File: config.mk
export PLATFORM = sky130hd
export DESIGN_NAME = branch_predictor
export DESIGN_NICKNAME = d
export VERILOG_FILES = /design/src/rtl/branch_predictor.sv
export SDC_FILE = /design/constraint.sdc
export NUM_CORES = 2
export LEC_CHECK = 0
export CORE_UTILIZATION = 30
export CTS_CLUSTER_DIAMETER = 120
export DETAILED_ROUTE_END_ITERATION = 8
export SYNTH_ARGS = -nofsm -noshare
export SYNTH_HDL_FRONTEND = slang
export SYNTH_SLANG_ARGS = --single-unit
export TNS_END_PERCENT = 30
File: constraint.sdc
create_clock -name clk -period 5.3 [get_ports clk]
set_input_delay 0.795 -clock clk [delete_from_list [all_inputs] [get_ports clk]]
set_output_delay 0.795 -clock clk [all_outputs]
set_load 0.1 [all_outputs]
File: src/rtl/branch_predictor.sv
// Direct-mapped branch target buffer with 2-bit direction counters, resolution-time
// update, registered mispredict/redirect pulse and saturating statistics counters.
module branch_predictor #(
   parameter int INDEX_BITS = 4
) (
   input  logic        clk,
   input  logic        rst,
   input  logic [31:0] if_pc,
   output logic        pred_taken,
   output logic [31:0] pred_target,
   input  logic        res_valid,
   input  logic [31:0] res_pc,
   input  logic [1:0]  res_branch_command,
   input  logic        res_condition,
   input  logic [31:0] res_target,
   input  logic        res_pred_taken,
   input  logic [31:0] res_pred_target,
   output logic        mispredict,
   output logic [31:0] redirect_pc,
   output logic [15:0] branch_count,
   output logic [15:0] mispredict_count
);

   localparam int ENTRIES = 1 << INDEX_BITS;
   localparam int TAG_W   = 30 - INDEX_BITS;

   logic              valid_q  [ENTRIES];
   logic              valid_d  [ENTRIES];
   logic [1:0]        ctr_q    [ENTRIES];
   logic [1:0]        ctr_d    [ENTRIES];
   logic [TAG_W-1:0]  tag_q    [ENTRIES];
   logic [TAG_W-1:0]  tag_d    [ENTRIES];
   logic [31:0]       target_q [ENTRIES];
   logic [31:0]       target_d [ENTRIES];

   logic              mispredict_q, mispredict_d;
   logic [31:0]       redirect_pc_q, redirect_pc_d;
   logic [15:0]       branch_count_q, branch_count_d;
   logic [15:0]       mispredict_count_q, mispredict_count_d;

   logic [INDEX_BITS-1:0] if_idx, res_idx;
   logic [TAG_W-1:0]      if_tag, res_tag;
   logic                  if_hit, res_hit, res_branch, mis_det;
   logic [31:0]           res_seq_pc, actual_next;
   logic                  unused_pc_bits;

   assign if_idx  = if_pc[INDEX_BITS+1:2];
   assign if_tag  = if_pc[31:INDEX_BITS+2];
   assign res_idx = res_pc[INDEX_BITS+1:2];
   assign res_tag = res_pc[31:INDEX_BITS+2];
   assign unused_pc_bits = ^{if_pc[1:0], res_pc[1:0]};

   // Lookup reads only registered state, so a same-cycle write is seen next cycle.
   assign if_hit      = valid_q[if_idx] && (tag_q[if_idx] == if_tag);
   assign pred_taken  = if_hit && ctr_q[if_idx][1];
   assign pred_target = pred_taken ? target_q[if_idx] : (if_pc + 32'd4);

   assign res_hit    = valid_q[res_idx] && (tag_q[res_idx] == res_tag);
   assign res_branch = res_valid && (res_branch_command != 2'b00);
   assign res_seq_pc = res_pc + 32'd4;

   always_comb begin
      mis_det     = 1'b0;
      actual_next = res_seq_pc;
      if (res_branch) begin
         actual_next = res_condition ? res_target : res_seq_pc;
         mis_det     = (res_pred_taken != res_condition) ||
                       (res_pred_taken && res_condition && (res_pred_target != res_target));
      end else if (res_valid && res_pred_taken) begin
         // A non-branch predicted taken: fall through and drop the stale entry.
         mis_det = 1'b1;
      end
   end

   always_comb begin
      valid_d  = valid_q;
      ctr_d    = ctr_q;
      tag_d    = tag_q;
      target_d = target_q;
      if (res_branch) begin
         if (res_hit) begin
            if (res_condition) begin
               if (ctr_q[res_idx] != 2'b11) ctr_d[res_idx] = ctr_q[res_idx] + 2'd1;
               target_d[res_idx] = res_target;
            end else if (ctr_q[res_idx] != 2'b00) begin
               ctr_d[res_idx] = ctr_q[res_idx] - 2'd1;
            end
         end else if (res_condition) begin
            valid_d[res_idx]  = 1'b1;
            tag_d[res_idx]    = res_tag;
            target_d[res_idx] = res_target;
            ctr_d[res_idx]    = 2'b10;
         end
      end else if (res_valid && res_pred_taken && res_hit) begin
         valid_d[res_idx] = 1'b0;
      end
   end

   always_comb begin
      mispredict_d       = mis_det;
      redirect_pc_d      = mis_det ? actual_next : redirect_pc_q;
      branch_count_d     = branch_count_q;
      mispredict_count_d = mispredict_count_q;
      if (res_branch && (branch_count_q != 16'hFFFF))
         branch_count_d = branch_count_q + 16'd1;
      if (mis_det && (mispredict_count_q != 16'hFFFF))
         mispredict_count_d = mispredict_count_q + 16'd1;
   end

   always_ff @(posedge clk or posedge rst) begin
      if (rst) begin
         for (int i = 0; i < ENTRIES; i++) begin
            valid_q[i] <= 1'b0;
            ctr_q[i]   <= 2'b00;
         end
         mispredict_q       <= 1'b0;
         redirect_pc_q      <= 32'd0;
         branch_count_q     <= 16'd0;
         mispredict_count_q <= 16'd0;
      end else begin
         valid_q            <= valid_d;
         ctr_q              <= ctr_d;
         mispredict_q       <= mispredict_d;
         redirect_pc_q      <= redirect_pc_d;
         branch_count_q     <= branch_count_d;
         mispredict_count_q <= mispredict_count_d;
      end
   end

   // Tags and targets are qualified by valid, so they need no reset.
   always_ff @(posedge clk) begin
      tag_q    <= tag_d;
      target_q <= target_d;
   end

   assign mispredict       = mispredict_q;
   assign redirect_pc      = redirect_pc_q;
   assign branch_count     = branch_count_q;
   assign mispredict_count = mispredict_count_q;

endmodule

==> metrics.txt <==
die area 0.158 mm2; IO Pins 233; setup ws final 0.175 ns; dpl cell area 0.0536 mm2; fin crit share 0.967; Leak 18.8 nW; Fin. Hold Viols 0; Post-Synth XOR/XNOR Area 0.0320; main combinational cell family by area after synthesis multiplexers; CP Capture Type output pin; drc violations 0; cell taking the most area after synthesis edfxtp_1; syn nets 2762; CP Launch Point if_pc[2]; Initial Utilization 0.303; post_cts resized 0; die height 397 um; Mean Syn Cell Area 17.9 um2; Final Util 0.370; RSZ-0062 raised after global routing no; H-tree depth 3; core area 0.155 mm2; die width 397 um; share of the synthesized area in the top cell type 0.595; clk buf depth 3; Fin Hold WS 0.481 ns; maximum operating frequency 195 MHz; Worst EP required approximately 4.5 ns; Pre-antenna DRT Iters 7; CTS Buf Count 107; Worst Path Arrival approximately 4.3 ns; Seq cells post-synth 1041; number of buffers inserted by port buffering 232; clock skew 0.0460 ns; Setup TNS 0 ns; Via-to-Cell Ratio 5.40; Post-synth top cells edfxtp_1 (928), mux4_2 (380), nand2_1 (142); CP startpoint kind primary input; Final nets 3151; GPL Wtd Cong roughly 0.91; # rows 144; Pwr per Cell Area 346 mW/mm2; min Tclk post-route 5.13 ns; Synth warnings 0; status completed; worst slew pin tran 1.11 ns; Cells after Synth ~2600; DR iter-0 viols about 3500; drt total wl 151000 um; remaining global-route overflow 0; ys async rst share 0.109; Worst Path Class, Setup in2out; drt wl/cell 29.4 um; clk root buf clkbuf_16; total chip power roughly 20 mW; Slew Viols, Final 0; hpwl dp a little over 100000 um; dpl cells 4940; max_slew headroom 0.258; CP Max Fanout 59; GRT Util Overall 0.189; Synth Area in Compound Gates 0.0335; VDD IR max ~0.00026 V; Setup Slack @ Placement between 0.1 and 0.15 ns; post-synthesis mux area share 0.211; Hold Crit Class reg2reg; Routed Antenna Nets 0; worst skew pair latency a little over 0.7 ns; RR Startpoint tag_q[43]; layout cells sized above 1 0.289; Hold Startpoint redirect_pc[0]; register area share after synthesis 0.655; largest net degree at the start of global routing 74; Syn Std Cell Area approximately 0.047 mm2; CTS tree done; vias in the first global route 27300; most frequent cell after synthesis edfxtp_1; hold buffers post-CTS 0; CTS sink cnt approximately 1000; initial antenna violation count 16; MaxCap Viol Count 0; area grow syn2layout 22.1%; Final Non-Filler Cells 5141; first-pass GRT wire length roughly 210000 um; synth top area cells edfxtp_1 (59%), mux4_2 (18%), dfrtp_1 (6.0%); Post-synth EDFFs 928; Main synth FF type edfxtp_1; Adder-Cell Fraction of Synth Area 0.00267; library cells used by synthesis 65; Clock Pin Slew Worst Setup and Hold Paths ~0.06 ns; Finished Cell Area 0.0572 mm2; post-CTS setup repair buffer count 0; routed via count roughly 28000; area fraction in and, or, nand and nor cells after synthesis 0.0453; setup violators final 0
==> power breakdown <==
group / switching [mW] / total (mW) / internal, mW
clock network: 3.25 / 7.61 / 4.35
logic: 1.88 / 2.86 / 0.983
registers: 0.188 / 9.34 / 9.16
==> worst max-delay path: stages <==
cell and delay [ns]:
buf_12 0.26, mux4_2 0.54, mux4_2 0.49, xnor2_1 0.20, nand2_1 0.22, or3_1 0.42
nor4_1 0.29, nand4_1 0.22, buf_12 0.27, a21oi_1 0.32, buf_12 0.22
==> registers in the layout (all words and copies together) (netlist names), named ones only <==
name,flops
ctr_q,32
mispredict_count,16
target_q,512
redirect_pc,32
tag_q,416
branch_count,16
mispredict,1
==> kinds of logic (layout without fill, tap and decap cells) <==
logic type / count (synthesis) / count (layout)
flip-flops: 1041 / 1041
AND/OR/NAND/NOR: 450 / 450
XOR/XNOR: 171 / 171
buffers and inverters: 200 / 675
multiplexers: 504 / 504
AO/OA/AOI/OAI: 241 / 241
adder cells (fa/ha/maj): 10 / 10
other: 0 / 5
==> layout make-up <==
cell class | instances | area [um2]
clock buffers | 128 | 2790
flip-flops and latches | 1041 | 30700
clock inverters | 67 | 757
multi-input cells | 1376 | 15400
repair buffers | 446 | 4920
fillers | 14200 | 97400
well taps | 2044 | 2560
inverters | 34 | 130
diodes | 5 | 12.5
==> metal layers <==
layer / share of wire / track usage
met3: 0.10 / 0.0558
met1: 0.40 / 0.247
met4: 0.026 / 0.0524
met5: 0.00067 / 0
met2: 0.47 / 0.304
==> worst paths after layout <==
kind,end,slack (ns),cells past startpoint
max,pred_target[30],0.17,11
min,redirect_pc[0],0.48,2
max reg2reg,ctr_q[12],1.37,12
min reg2reg,redirect_pc[0],0.48,2
max in group asynchronous,ctr_q[15],3.90,3
min in group asynchronous,redirect_pc[1],0.58,2
==> cells in the final DEF (no fill, tap or decap), types with 11 or more instances in the layout <==
master	n
edfxtp_1	928
mux4_2	380
clkdlybuf4s50_1	191
buf_4	165
nand2_1	141
xnor2_1	123
dfrtp_1	113
clkbuf_16	108
nor2_1	93
buf_12	83
mux2i_1	79
a21oi_1	65
o21ai_0	59
nand3_1	54
xor2_1	48
mux2_2	40
nand4_1	34
or3_1	25
and3_1	24
o31ai_1	23
clkinv_2	21
inv_1	19
nor2_4	19
o22ai_1	18
clkbuf_1	18
nor3_1	16
inv_2	14
clkinvlp_4	13
bufinv_16	12
clkinv_1	11
No activity file was read; power rests on OpenSTA's default activity.
